**config.mk**
```make
export PLATFORM = sky130hd
export DESIGN_NAME = sprite_compositor_flat
export DESIGN_NICKNAME = d
export VERILOG_FILES = /design/src/rtl/sprite_pkg.sv /design/src/rtl/sprite_compositor_if.sv /design/src/rtl/sprite_blink_timer.sv /design/src/rtl/sprite_compositor.sv /design/src/flat_wrapper.sv
export SDC_FILE = /design/constraint.sdc
export NUM_CORES = 1
export LEC_CHECK = 0
export ABC_AREA = 1
export CAP_MARGIN = 25
export CORE_ASPECT_RATIO = 1.1
export CORE_MARGIN = 5
export CORE_UTILIZATION = 51
export DETAILED_ROUTE_END_ITERATION = 8
export PLACE_DENSITY = 0.78
export RECOVER_POWER = 100
export SLEW_MARGIN = 25
export SYNTH_ARGS = -nofsm -noshare
export SYNTH_HDL_FRONTEND = slang
export SYNTH_SLANG_ARGS = --single-unit
```
**constraint.sdc**
```tcl
create_clock -name Clk -period 1.9 [get_ports Clk]
set_clock_uncertainty 0.15 [all_clocks]
set_input_delay 0.285 -clock Clk [delete_from_list [all_inputs] [get_ports Clk]]
set_output_delay 0.285 -clock Clk [all_outputs]
set_load 0.01 [all_outputs]
```
**src/rtl/sprite_pkg.sv**
```systemverilog
// Shared tile-type codes and pixel constants for the sprite compositor.
package sprite_pkg;

  localparam int unsigned TILE_W          = 4;
  localparam int unsigned TRANSPARENT_PIX = 0;

  typedef enum logic [TILE_W-1:0] {
    SPACE        = 4'd0,
    POINT        = 4'd1,
    POWERBALL    = 4'd2,
    FRUIT        = 4'd3,
    EDIBLE_GHOST = 4'd4,
    PACMAN       = 4'd5,
    GHOST_GATE   = 4'd6,
    GHOST        = 4'd7,
    WALL         = 4'd8
  } tile_t;

endpackage

```
**src/rtl/sprite_compositor_if.sv**
```systemverilog
// Layer input / composited pixel output bundle of the sprite compositor.
interface sprite_compositor_if #(
  parameter int unsigned NUM_LAYERS = 4,
  parameter int unsigned PIX_W      = 2,
  parameter int unsigned SEL_W      = 4
);
  logic                        frame_tick;
  logic                        flash_en;
  logic                        mask_we;
  logic [NUM_LAYERS-1:0]       mask_wdata;
  logic                        pix_valid_in;
  logic [NUM_LAYERS*SEL_W-1:0] layer_type;
  logic [NUM_LAYERS*PIX_W-1:0] layer_pix;
  logic                        pix_valid_out;
  logic [PIX_W-1:0]            pix_out;
  logic [SEL_W-1:0]            type_out;
  logic                        hit_ghost;
  logic                        hit_edible;

  modport master (
    output frame_tick, flash_en, mask_we, mask_wdata, pix_valid_in, layer_type, layer_pix,
    input  pix_valid_out, pix_out, type_out, hit_ghost, hit_edible
  );

  modport slave (
    input  frame_tick, flash_en, mask_we, mask_wdata, pix_valid_in, layer_type, layer_pix,
    output pix_valid_out, pix_out, type_out, hit_ghost, hit_edible
  );
endinterface

```
**src/rtl/sprite_blink_timer.sv**
```systemverilog
// Frame counter producing the powerball blink / ghost flash phase.
module sprite_blink_timer #(
  parameter int unsigned BLINK_FRAMES = 16
) (
  input  logic Clk,
  input  logic Reset,
  input  logic frame_tick,
  output logic blink_phase
);
  localparam int unsigned CNT_W = (BLINK_FRAMES > 2) ? $clog2(BLINK_FRAMES) : 1;

  logic [CNT_W-1:0] r_cnt;
  logic             r_phase;

  always_ff @(posedge Clk or posedge Reset) begin
    if (Reset) begin
      r_cnt   <= '0;
      r_phase <= 1'b0;
    end else if (frame_tick) begin
      if (r_cnt == CNT_W'(BLINK_FRAMES - 1)) begin
        r_cnt   <= '0;
        r_phase <= ~r_phase;
      end else begin
        r_cnt <= r_cnt + CNT_W'(1);
      end
    end
  end

  assign blink_phase = r_phase;
endmodule

```
**src/rtl/sprite_compositor.sv**
```systemverilog
// Two-stage N-layer pixel compositor: blink/flash/mask in stage 1, priority in stage 2,
// plus per-frame Pac-Man/ghost overlap reporting.
module sprite_compositor
  import sprite_pkg::*;
#(
  parameter int unsigned NUM_LAYERS   = 4,
  parameter int unsigned PIX_W        = 2,
  parameter int unsigned SEL_W        = TILE_W,
  parameter int unsigned BLINK_FRAMES = 16,
  parameter int unsigned FLASH_PIX    = 3
) (
  input logic                Clk,
  input logic                Reset,
  sprite_compositor_if.slave bus
);
  logic                        w_blink_phase;
  logic [NUM_LAYERS-1:0]       r_mask;
  logic [NUM_LAYERS-1:0]       w_opaque;
  logic [NUM_LAYERS*PIX_W-1:0] w_eff_pix;
  logic                        w_pac, w_ghost, w_edible;

  logic                        r_s1_valid;
  logic [NUM_LAYERS-1:0]       r_s1_opaque;
  logic [NUM_LAYERS*PIX_W-1:0] r_s1_pix;
  logic [NUM_LAYERS*SEL_W-1:0] r_s1_type;
  logic                        r_s1_pac, r_s1_ghost, r_s1_edible;

  logic [PIX_W-1:0]            w_win_pix;
  logic [SEL_W-1:0]            w_win_type;

  logic                        r_valid_out;
  logic [PIX_W-1:0]            r_pix_out;
  logic [SEL_W-1:0]            r_type_out;
  logic                        r_s2_hit_g, r_s2_hit_e;
  logic                        r_acc_g, r_acc_e, r_hit_g, r_hit_e;

  sprite_blink_timer #(.BLINK_FRAMES(BLINK_FRAMES)) u_blink (
    .Clk        (Clk),
    .Reset      (Reset),
    .frame_tick (bus.frame_tick),
    .blink_phase(w_blink_phase)
  );

  // Stage-1 per-layer opacity, flash substitution and presence flags
  always_comb begin
    w_opaque  = '0;
    w_eff_pix = bus.layer_pix;
    w_pac     = 1'b0;
    w_ghost   = 1'b0;
    w_edible  = 1'b0;
    for (int i = 0; i < int'(NUM_LAYERS); i++) begin
      w_opaque[i] = r_mask[i]
                 && (bus.layer_pix[i*PIX_W +: PIX_W] != PIX_W'(TRANSPARENT_PIX))
                 && (bus.layer_type[i*SEL_W +: SEL_W] != SEL_W'(SPACE))
                 && !((bus.layer_type[i*SEL_W +: SEL_W] == SEL_W'(POWERBALL)) && w_blink_phase);
      if ((bus.layer_type[i*SEL_W +: SEL_W] == SEL_W'(EDIBLE_GHOST)) && bus.flash_en
          && w_blink_phase && w_opaque[i])
        w_eff_pix[i*PIX_W +: PIX_W] = PIX_W'(FLASH_PIX);
      if (w_opaque[i]) begin
        w_pac    = w_pac    | (bus.layer_type[i*SEL_W +: SEL_W] == SEL_W'(PACMAN));
        w_ghost  = w_ghost  | (bus.layer_type[i*SEL_W +: SEL_W] == SEL_W'(GHOST));
        w_edible = w_edible | (bus.layer_type[i*SEL_W +: SEL_W] == SEL_W'(EDIBLE_GHOST));
      end
    end
  end

  // Lowest-index opaque layer wins; scan from the bottom so it overwrites last
  always_comb begin
    w_win_pix  = PIX_W'(TRANSPARENT_PIX);
    w_win_type = SEL_W'(SPACE);
    for (int i = int'(NUM_LAYERS) - 1; i >= 0; i--) begin
      if (r_s1_opaque[i]) begin
        w_win_pix  = r_s1_pix[i*PIX_W +: PIX_W];
        w_win_type = r_s1_type[i*SEL_W +: SEL_W];
      end
    end
  end

  always_ff @(posedge Clk or posedge Reset) begin
    if (Reset) begin
      r_mask      <= '1;
      r_s1_valid  <= 1'b0;
      r_s1_opaque <= '0;
      r_s1_pix    <= '0;
      r_s1_type   <= '0;
      r_s1_pac    <= 1'b0;
      r_s1_ghost  <= 1'b0;
      r_s1_edible <= 1'b0;
      r_valid_out <= 1'b0;
      r_pix_out   <= '0;
      r_type_out  <= SEL_W'(SPACE);
      r_s2_hit_g  <= 1'b0;
      r_s2_hit_e  <= 1'b0;
      r_acc_g     <= 1'b0;
      r_acc_e     <= 1'b0;
      r_hit_g     <= 1'b0;
      r_hit_e     <= 1'b0;
    end else begin
      if (bus.mask_we)
        r_mask <= bus.mask_wdata;

      r_s1_valid  <= bus.pix_valid_in;
      r_s1_opaque <= w_opaque;
      r_s1_pix    <= w_eff_pix;
      r_s1_type   <= bus.layer_type;
      r_s1_pac    <= w_pac;
      r_s1_ghost  <= w_ghost;
      r_s1_edible <= w_edible;

      r_valid_out <= r_s1_valid;
      r_pix_out   <= r_s1_valid ? w_win_pix : PIX_W'(TRANSPARENT_PIX);
      r_type_out  <= r_s1_valid ? w_win_type : SEL_W'(SPACE);
      r_s2_hit_g  <= r_s1_valid & r_s1_pac & r_s1_ghost;
      r_s2_hit_e  <= r_s1_valid & r_s1_pac & r_s1_edible;

      // The output pixel present on the tick cycle belongs to the frame ending
      if (bus.frame_tick) begin
        r_hit_g <= r_acc_g | r_s2_hit_g;
        r_hit_e <= r_acc_e | r_s2_hit_e;
        r_acc_g <= 1'b0;
        r_acc_e <= 1'b0;
      end else begin
        r_acc_g <= r_acc_g | r_s2_hit_g;
        r_acc_e <= r_acc_e | r_s2_hit_e;
      end
    end
  end

  assign bus.pix_valid_out = r_valid_out;
  assign bus.pix_out       = r_pix_out;
  assign bus.type_out      = r_type_out;
  assign bus.hit_ghost     = r_hit_g;
  assign bus.hit_edible    = r_hit_e;
endmodule

```
**src/flat_wrapper.sv**
```systemverilog
// flat-port wrapper written by rule: the top's interface ports become plain ports
module sprite_compositor_flat import sprite_pkg::*;
#(
  parameter int unsigned NUM_LAYERS   = 4,
  parameter int unsigned PIX_W        = 2,
  parameter int unsigned SEL_W        = TILE_W,
  parameter int unsigned BLINK_FRAMES = 16,
  parameter int unsigned FLASH_PIX    = 3
)
  (Clk, Reset, bus_frame_tick, bus_flash_en, bus_mask_we, bus_mask_wdata, bus_pix_valid_in, bus_layer_type, bus_layer_pix, bus_pix_valid_out, bus_pix_out, bus_type_out, bus_hit_ghost, bus_hit_edible);
  sprite_compositor_if #(.NUM_LAYERS(NUM_LAYERS), .PIX_W(PIX_W), .SEL_W(SEL_W)) bus_i ();
  input logic Clk;
  input logic Reset;
  input wire logic [$bits(bus_i.frame_tick)-1:0] bus_frame_tick;
  input wire logic [$bits(bus_i.flash_en)-1:0] bus_flash_en;
  input wire logic [$bits(bus_i.mask_we)-1:0] bus_mask_we;
  input wire logic [$bits(bus_i.mask_wdata)-1:0] bus_mask_wdata;
  input wire logic [$bits(bus_i.pix_valid_in)-1:0] bus_pix_valid_in;
  input wire logic [$bits(bus_i.layer_type)-1:0] bus_layer_type;
  input wire logic [$bits(bus_i.layer_pix)-1:0] bus_layer_pix;
  output wire logic [$bits(bus_i.pix_valid_out)-1:0] bus_pix_valid_out;
  output wire logic [$bits(bus_i.pix_out)-1:0] bus_pix_out;
  output wire logic [$bits(bus_i.type_out)-1:0] bus_type_out;
  output wire logic [$bits(bus_i.hit_ghost)-1:0] bus_hit_ghost;
  output wire logic [$bits(bus_i.hit_edible)-1:0] bus_hit_edible;
  assign bus_i.frame_tick = bus_frame_tick;
  assign bus_i.flash_en = bus_flash_en;
  assign bus_i.mask_we = bus_mask_we;
  assign bus_i.mask_wdata = bus_mask_wdata;
  assign bus_i.pix_valid_in = bus_pix_valid_in;
  assign bus_i.layer_type = bus_layer_type;
  assign bus_i.layer_pix = bus_layer_pix;
  assign bus_pix_valid_out = bus_i.pix_valid_out;
  assign bus_pix_out = bus_i.pix_out;
  assign bus_type_out = bus_i.type_out;
  assign bus_hit_ghost = bus_i.hit_ghost;
  assign bus_hit_edible = bus_i.hit_edible;
  sprite_compositor #(.NUM_LAYERS(NUM_LAYERS), .PIX_W(PIX_W), .SEL_W(SEL_W), .BLINK_FRAMES(BLINK_FRAMES), .FLASH_PIX(FLASH_PIX)) u_core (.Clk(Clk), .Reset(Reset), .bus(bus_i));
endmodule
```
## After elaboration in Yosys (flattened, before gate mapping)

Index checks and enable logic that the tools add are counted.
Widths: inputs -> output; s select.

| word-level totals | value |
|---|---|
| output and inout port bits | 9 |
| word-level logic and storage cells | 122 |
| flip-flop bits (word level) | 54 |
| bits of input ports | 34 |

| cells by class | value |
|---|---|
| add/subtract/negate cells | 1 |
| reduce and logical (&&, ||, !) cells | 41 |
| muxes and demuxes | 29 |
| bitwise gates (word level) | 15 |
| equal/unequal tests | 17 |

Operator list:

| cell | count |
|---|---|
| $eq 4x3->1 const B | 12 |
| $logic_and 1x1->1 | 28 |
| $mux 4 | 6 |
| $mux 2 | 9 |
| $eq 4x2->1 const B | 4 |
| $reduce_bool 4->1 | 4 |
| $mux 1 | 14 |
| $or 1x1->1 | 11 |
| $reduce_bool 2->1 | 4 |
| $add 4x1->4 const B | 1 |
| $eq 4x4->1 const B | 1 |
| $logic_not 1->1 | 4 |
| $and 1x1->1 | 3 |
| $reduce_and 2->1 | 1 |
| $not 1->1 | 1 |

## Depth between registers and ports, before layout

Gate-level depths: netlist (run 1).

| logic depth | value |
|---|---|
| depth after elaboration | 11 |
| gate-level depth with buffers | 7 |
| gate-level depth less buffers | 7 |

## By module

From an unflattened synthesis (run 1), not the netlist that was laid out.

| unflattened totals | value |
|---|---|
| cell total of the unflattened synthesis | 244 |
| area, all modules | 2,248.4 µm² |

By module, submodules not included:

| module | sequential area each (µm²) | instances | area an instance (µm²) | cells an instance |
|---|---|---|---|---|
| sprite_compositor | 1,231.2 | 1 | 2,001.9 | 213 |
| sprite_blink_timer | 125.1 | 1 | 246.5 | 31 |

## Least setup slack after synthesis (run 1)

No wires, ideal clock.

| timing | value |
|---|---|
| path type | register to register |
| start point | register u_core.u_blink.r_cnt[0] |
| end point | register u_core.u_blink.r_phase, in the netlist u_core.u_blink.blink_phase |
| data required time | 1.625 ns |
| path buffers | 0 |
| period minus slack after synthesis | 1.162 ns |
| stages on the path, launching flop included | 6 |
| slack | 0.738 ns |
| library setup time | 0.125 ns |
| data arrival time | 0.887 ns |
| cells stage by stage | dfrtp_1 > ha_1 > inv_1 > nor2_1 > nand2_1 > xor2_1 |

| on the way | value |
|---|---|
| longest elaborated chain between the ends | 2 |

RTL lines:

| element | RTL line | text |
|---|---|---|
| from (decl) | sprite_blink_timer.sv:12 | `logic [CNT_W-1:0] r_cnt;` |
| from (signal assigned) | sprite_blink_timer.sv:24 | `r_cnt <= r_cnt + CNT_W'(1);` |
| $eq 4x4->1 | sprite_blink_timer.sv:20 | `if (r_cnt == CNT_W'(BLINK_FRAMES - 1)) begin` |
| $reduce_and 2->1 (no source line) | -- |  |
| to (signal assigned) | sprite_blink_timer.sv:22 | `r_phase <= ~r_phase;` |
| to (decl) | sprite_blink_timer.sv:13 | `logic r_phase;` |

Every way passes these cells.
A chain may end at the register's enable or synchronous reset.

## Worst setup path in the final report (run 1)

| timing | value |
|---|---|
| start point | register u_core.r_hit_e, in the netlist u_core.bus.hit_edible |
| end point | output bus_hit_edible |

RTL lines:

| element | RTL line | text |
|---|---|---|
| from (decl) | sprite_compositor.sv:35 | `logic r_acc_g, r_acc_e, r_hit_g, r_hit_e;` |
| from (signal assigned) | sprite_compositor.sv:119 | `r_hit_e <= r_acc_e \| r_s2_hit_e;` |
| to (decl) | flat_wrapper.sv:25 | `output wire logic [$bits(bus_i.hit_edible)-1:0] bus_hit_edible;` |

No word-level cell between the ends.

==> flow_metrics.env, run 1 <==
export IMPL_crit_chain="dlygate4sd3_1"
export IMPL_timing_rr_start="u_core.r_mask[1]$_DFFE_PP1P_"
export IMPL_tightest_slew_ns=0.5368
export IMPL_synth_common_cells="nand2_1 (58), dfrtp_1 (50), inv_1 (27)"
export IMPL_core_area_sq_mm=0.004317
export IMPL_p_total_uw=2492
export IMPL_yosysWarningCount=0
export IMPL_required_ns=1.46
export IMPL_fmax_mhz=578.7
export IMPL_avgRoutedWirePerCell_um=13.44
export IMPL_critical_path_class="flop to primary output"
export IMPL_ff2ff_setup_slack_ns=0.43
export IMPL_die_w_um=73.57
export IMPL_ys_seq_area_share_pct=59.82
export IMPL_fin_setup_tns_ns=0
export IMPL_grt_util_all_layers_pct=17.90
export IMPL_final_hold_viol_count=0
export IMPL_grt_pass1_wl_mm=7.928
export IMPL_cpLargestDelayFamily="buffers and inverters"
export IMPL_hpwl_mm=3.840
export IMPL_root_buffer="clkbuf_8"
export IMPL_syn_nets=285
export IMPL_initial_utilization_pct=52.52
export IMPL_die_h_um=79.93
export IMPL_outcome="completed"
export IMPL_synth_top_area_share_pct=55.19
export IMPL_async_reset_ff_share_pct=100.0
export IMPL_ios=43
export IMPL_cts_sinks=54
export IMPL_cap_viol_max_count=0
export IMPL_powerDensity_mw_per_mm2=871.7
export IMPL_grt_start_max_net_pins=19
export IMPL_hold_class="primary input to asynchronous set/reset pin"
export IMPL_critPathMaxFanout=2
export IMPL_r2r_cells=6
export IMPL_htreeDepth=2
export IMPL_maxSlewViolCount=0
export IMPL_critical_path_max_stage_delay_ns=0.61
export IMPL_antenna_cells=0
export IMPL_cts_tree="yes"
export IMPL_ys_flop_type="dfrtp_1"
export IMPL_num_rows=25
export IMPL_clock_latency_ns=0.30
export IMPL_clkTransAtPathRegs_ns=0.09
export IMPL_rsz0062_at_grt="no"
export IMPL_synth_top_cells_by_area="dfrtp_1 (55%), nand2_1 (9.6%), dfstp_2 (4.6%), inv_1 (4.5%), nor2_1 (4.0%)"
export IMPL_place_congestion=0.9398
export IMPL_syn_inst=250
export IMPL_endpoint_kind="primary output"
export IMPL_cp_arrival_ns=1.29
export IMPL_post_cts_buffers=0
export IMPL_syn_to_final_growth_pct=26.10
export IMPL_ctsHoldBuffers=0
export IMPL_drtIter0Drc=159
export IMPL_antenna_found_initial=0
export IMPL_drt_total_wl_mm=4.786
export IMPL_cts_resized=0
export IMPL_rr_endpoint="u_core.r_s1_edible$_DFF_PP0_"
export IMPL_synth_seq_cells=54
export IMPL_via_per_inst=5.034
export IMPL_layout_min_cycle_time_ns=1.728
export IMPL_clock_path_buffers=2
export IMPL_p_leak_uw=0.001442
export IMPL_setup_violations=0
export IMPL_yosysMostFrequentCell="nand2_1"
export IMPL_yosysTopAreaCell="dfrtp_1"
export IMPL_syn_area_per_cell_sq_um=9.069
export IMPL_ir_drop_v=0.0005161
export IMPL_nNetsFinal=336
export IMPL_relSlewSlack_pct=64.22
export IMPL_cp_start_kind="flop"
export IMPL_drive_above_1_share_pct=7.285
export IMPL_grt_overflow_total=0
export IMPL_drc=0
export IMPL_first_global_vias=1702
export IMPL_cts_made_buffers=5
export IMPL_fillers=362
export IMPL_via_count=1792
export IMPL_netlist_cell_type_count=25
export IMPL_mappedNetlistArea_sq_mm=0.002267
export IMPL_min_period_over_period_pct=90.95
export IMPL_critPathSlowestCell="dlygate4sd3_1"
export IMPL_crit_buf_inv=1
export IMPL_firstDrtPassIters=4
export IMPL_port_buffers=42
export IMPL_postRouteAntennaNets=0
export IMPL_fp_dieArea_sq_mm=0.005880
export IMPL_synth_edf_count=0
-- per-stage QoR --
step / std cells / utilization, % / setup WS [ns] / hold WS, ns / instance area (sq um)
3_3_place_gp: 348 / 64.23 / 0.2468 / 0.3140 / 2773
2_1_floorplan: 250 / - / 0.1570 / 0.1664 / 2267
4_1_cts: 356 / 66.75 / 0.2522 / 0.1013 / 2882
6_report: 356 / 66.23 / 0.1719 / 0.2974 / 2859
5_1_grt: 356 / 66.23 / 0.1281 / 0.3457 / 2859
3_5_place_dp: 348 / 64.23 / 0.2577 / 0.3244 / 2773
-- worst max-delay path by stage --
stage,cells after the start,to,startpoint
after floorplan,1,u_core.bus.hit_edible$_DFFE_PP0P_,Reset
after global placement,7,u_core.r_s1_ghost$_DFF_PP0_,bus_layer_type[0]
after detailed placement,7,u_core.r_s1_ghost$_DFF_PP0_,bus_layer_type[0]
after CTS,1,bus_hit_edible,u_core.bus.hit_edible$_DFFE_PP0P_
after global routing,1,bus_hit_edible,u_core.bus.hit_edible$_DFFE_PP0P_
final,1,bus_hit_edible,u_core.bus.hit_edible$_DFFE_PP0P_
-- routing by layer --
metal  track usage (%)  vias to the layer above  share of wire, %
met3             3.526                       11               4.4
met2             29.52                       46                49
met5                 0                        -                 0
met4             7.790                        0               3.3
li1                  -                      903                 -
met1             22.52                      832                43
-- cells by family after synthesis --
logic type | count (synthesis) | synth area share [%]
and+or+nand+nor | 118 | 23.46
DFF | 54 | 59.82
AOI/OAI and AO/OA | 38 | 9.437
xor gates and xnor gates | 1 | 0.3864
adders and majority gates | 1 | 0.5518
buffers and inverters | 38 | 6.346
-- state kept, by name, summed over array words and instances (netlist names), 2 cells and up --
signal,flops
u_core.bus.pix_out,2
u_core.bus.type_out,4
u_core.r_mask,4
u_core.r_s1_opaque,4
u_core.r_s1_pix,8
u_core.r_s1_type,16
u_core.u_blink.r_cnt,4
-- power breakdown --
part	leakage, uW	switching (uW)	internal, uW
clock	0.0000579	352	388
combinational	0.000726	244	176
sequential	0.000658	70.9	1260
total	0.00144	667	1830
-- cell usage in the layout, fill, tap and decap left out, drive strengths merged --
| master | instances |
|---|---|
| a21o | 1 |
| a21oi | 16 |
| and3 | 2 |
| bufinv | 1 |
| clkbuf | 8 |
| clkdlybuf4s50 | 14 |
| clkinv | 5 |
| dfrtp | 50 |
| dfstp | 4 |
| dlygate4sd3 | 28 |
| ha | 1 |
| inv | 34 |
| nand2 | 61 |
| nand3 | 12 |
| nand4 | 8 |
| nor2 | 31 |
| nor3 | 4 |
| o211ai | 6 |
| o21ai | 14 |
| o21bai | 1 |
| xor2 | 1 |
-- layout make-up --
class                           instances  area [sq um]  area share (%)
Timing Repair Buffer                   45         434.2           15.19
Clock inverter                          3         40.04           1.400
Multi-Input combinational cell        158         753.2           26.35
Sequential cell                        54          1356           47.44
Clock buffer                            5         68.82           2.407
Inverter                               37         138.9           4.858
Tap cell                               54         67.56           2.363
Note: power is estimated with default switching activity, not from simulation.
==> run 2: changes to the inputs <==
CELL_PAD_IN_SITES_DETAIL_PLACEMENT = 0   (was unset)
CELL_PAD_IN_SITES_GLOBAL_PLACEMENT = 1   (was unset)
CORE_UTILIZATION = 38   (was 51)
PLACE_DENSITY = unset   (was 0.78)
PLACE_DENSITY_LB_ADDON = 0.1   (was unset)
==> run 2 against run 1 <==
  * Design area increased by 0.48%
  * Sequential power about the same
  * Clock power decreased by 12%
  * Worst setup slack improved by 0.012 ns
  * Die area increased by 29%
  * Register-to-register slack about the same
==> flow_metrics.env, run 2 (synthesis results as in run 1) <==
export IMPL_outcome="completed"
export IMPL_firstDrtPassIters=5
export IMPL_layout_commonest_cell="nand2_1"
export IMPL_crit_chain="dlygate4sd3_1"
export IMPL_hold_class="primary input to asynchronous set/reset pin"
export IMPL_grt_util_all_layers_pct=13.89
export IMPL_initial_utilization_pct=39.30
export IMPL_setup_slack_ns=0.1840
export IMPL_place_ws_ns=0.2193
export IMPL_post_cts_buffers=0
export IMPL_cts_sinks=54
export IMPL_fin_setup_tns_ns=0
export IMPL_p_total_uw=2398
export IMPL_dp_cells=371
export IMPL_startpoint="u_core.bus.hit_ghost$_DFFE_PP0P_"
export IMPL_required_ns=1.46
export IMPL_relSlewSlack_pct=53.55
export IMPL_stdcell_count=380
export IMPL_maxSlewViolCount=0
export IMPL_regMostFlops="u_core.r_s1_type"
export IMPL_fmax_mhz=582.7
export IMPL_ir_drop_v=0.0003329
export IMPL_final_hold_viol_count=0
export IMPL_grt_start_max_net_pins=21
export IMPL_r2r_cells=6
export IMPL_root_buffer="clkbuf_8"
export IMPL_via_count=1722
export IMPL_cts_tree="yes"
export IMPL_nNetsFinal=336
export IMPL_crit_buf_inv=1
export IMPL_drtIter0Drc=64
export IMPL_num_rows=29
export IMPL_clkTransAtPathRegs_ns=0.09
export IMPL_cts_made_buffers=5
export IMPL_place_congestion=0.7713
export IMPL_powerDensity_mw_per_mm2=834.6
export IMPL_grt_pass1_wl_mm=8.362
export IMPL_hpwl_mm=3.851
export IMPL_layout_min_cycle_time_ns=1.716
export IMPL_drt_total_wl_mm=4.862
export IMPL_critPathMaxFanout=2
export IMPL_rsz0062_at_grt="no"
export IMPL_timing_rr_start="u_core.r_mask[1]$_DFFE_PP1P_"
export IMPL_clock_path_buffers=2
export IMPL_port_buffers=42
export IMPL_htreeDepth=2
export IMPL_cp_start_kind="flop"
export IMPL_postRouteAntennaNets=0
export IMPL_critical_path_max_stage_delay_ns=0.60
export IMPL_first_global_vias=1742
export IMPL_cpLargestDelayFamily="buffers and inverters"
export IMPL_crit_cells=1
export IMPL_cp_arrival_ns=1.28
export IMPL_ctsHoldBuffers=0
export IMPL_core_area_sq_mm=0.005769
export IMPL_die_h_um=91.01
export IMPL_top_regs="u_core.r_s1_type x16, u_core.r_s1_pix x8"
export IMPL_cap_viol_max_count=0
export IMPL_die_w_um=83.65
export IMPL_final_cell_mix="nand2_1 (59), dfrtp_1 (50), inv_1 (31)"
export IMPL_critPathSlowestCell="dlygate4sd3_1"
export IMPL_largest_reg_flops=16
export IMPL_drive_above_1_share_pct=7.616
export IMPL_tightest_slew_ns=0.6967
export IMPL_antenna_found_initial=0
export IMPL_cts_resized=0
export IMPL_avgRoutedWirePerCell_um=12.79
export IMPL_endpoint_kind="primary output"
export IMPL_p_leak_uw=0.001432
export IMPL_via_per_inst=4.532
export IMPL_fp_dieArea_sq_mm=0.007613
export IMPL_setup_violations=0
export IMPL_drc=0
export IMPL_clock_latency_ns=0.30
export IMPL_min_period_over_period_pct=90.32
export IMPL_ios=43
export IMPL_syn_to_final_growth_pct=26.71
export IMPL_grt_overflow_total=0
export IMPL_critical_path_class="flop to primary output"
[run 2: cell types whose count changed in the layout (fill, tap and decap cells not counted)]
cell	previous run	this run
bufinv_16	1	0
clkbuf_1	1	2
clkbuf_8	5	6
clkdlybuf4s50_1	14	13
clkinv_1	3	2
clkinv_2	2	1
diode_2	0	1
dlygate4sd3_1	28	29
inv_1	32	31
inv_2	2	4
[run 2: final timing paths]
path | end | slack [ns]
worst max-delay path | bus_hit_ghost | 0.18
worst min-delay path | u_core.r_s1_type[6]$_DFF_PP0_ | 0.17
worst max register to register | u_core.r_s1_edible$_DFF_PP0_ | 0.44
worst min register to register | u_core.bus.hit_ghost$_DFFE_PP0P_ | 0.33
max in group asynchronous | u_core.r_s1_edible$_DFF_PP0_ | 0.55
min in group Clk | u_core.bus.hit_ghost$_DFFE_PP0P_ | 0.33
[run 2: area by class of cell]
cell class | instances | area (sq um)
Antenna cell | 1 | 2.502
Clock buffer | 7 | 86.33
Clock inverter | 1 | 5.005
Fill cell | 561 | 2897
Inverter | 37 | 138.9
Multi-Input combinational cell | 158 | 753.2
Sequential cell | 54 | 1356
Tap cell | 77 | 96.34
Timing Repair Buffer | 45 | 434.2
[run 2: where the power goes]
part           leakage, uW  internal, uW  switching [uW]
combinational     0.000726           175             235
clock            0.0000482           295             356
sequential        0.000658          1260            75.1
total              0.00143          1730             666
[run 2: stage by stage]
| step | area, sq um | hold WS, ns | utilization (%) |
|---|---|---|---|
| 2_1_floorplan | 2267 | 0.1664 | - |
| 3_3_place_gp | 2814 | 0.3074 | 48.77 |
| 3_5_place_dp | 2814 | 0.3133 | 48.77 |
| 4_1_cts | 2905 | 0.03463 | 50.36 |
| 5_1_grt | 2870 | 0.1956 | 49.75 |
| 6_report | 2873 | 0.1746 | 49.79 |
[run 2: routing by layer]
layer  vias to the layer above  global-route usage (%)  share of wire [%]
met5                         -                       0                  0
met4                         0                   4.960                1.8
met1                       762                   18.63                 46
li1                        901                       -                  -
met3                         8                   3.439                5.8
met2                        51                   21.95                 47
==> run 3: changes to the inputs <==
CAP_MARGIN = unset   (was 25)
==> results of run 3 <==
Same layout as run 2: the final DEF is identical, and so are final timing and power.
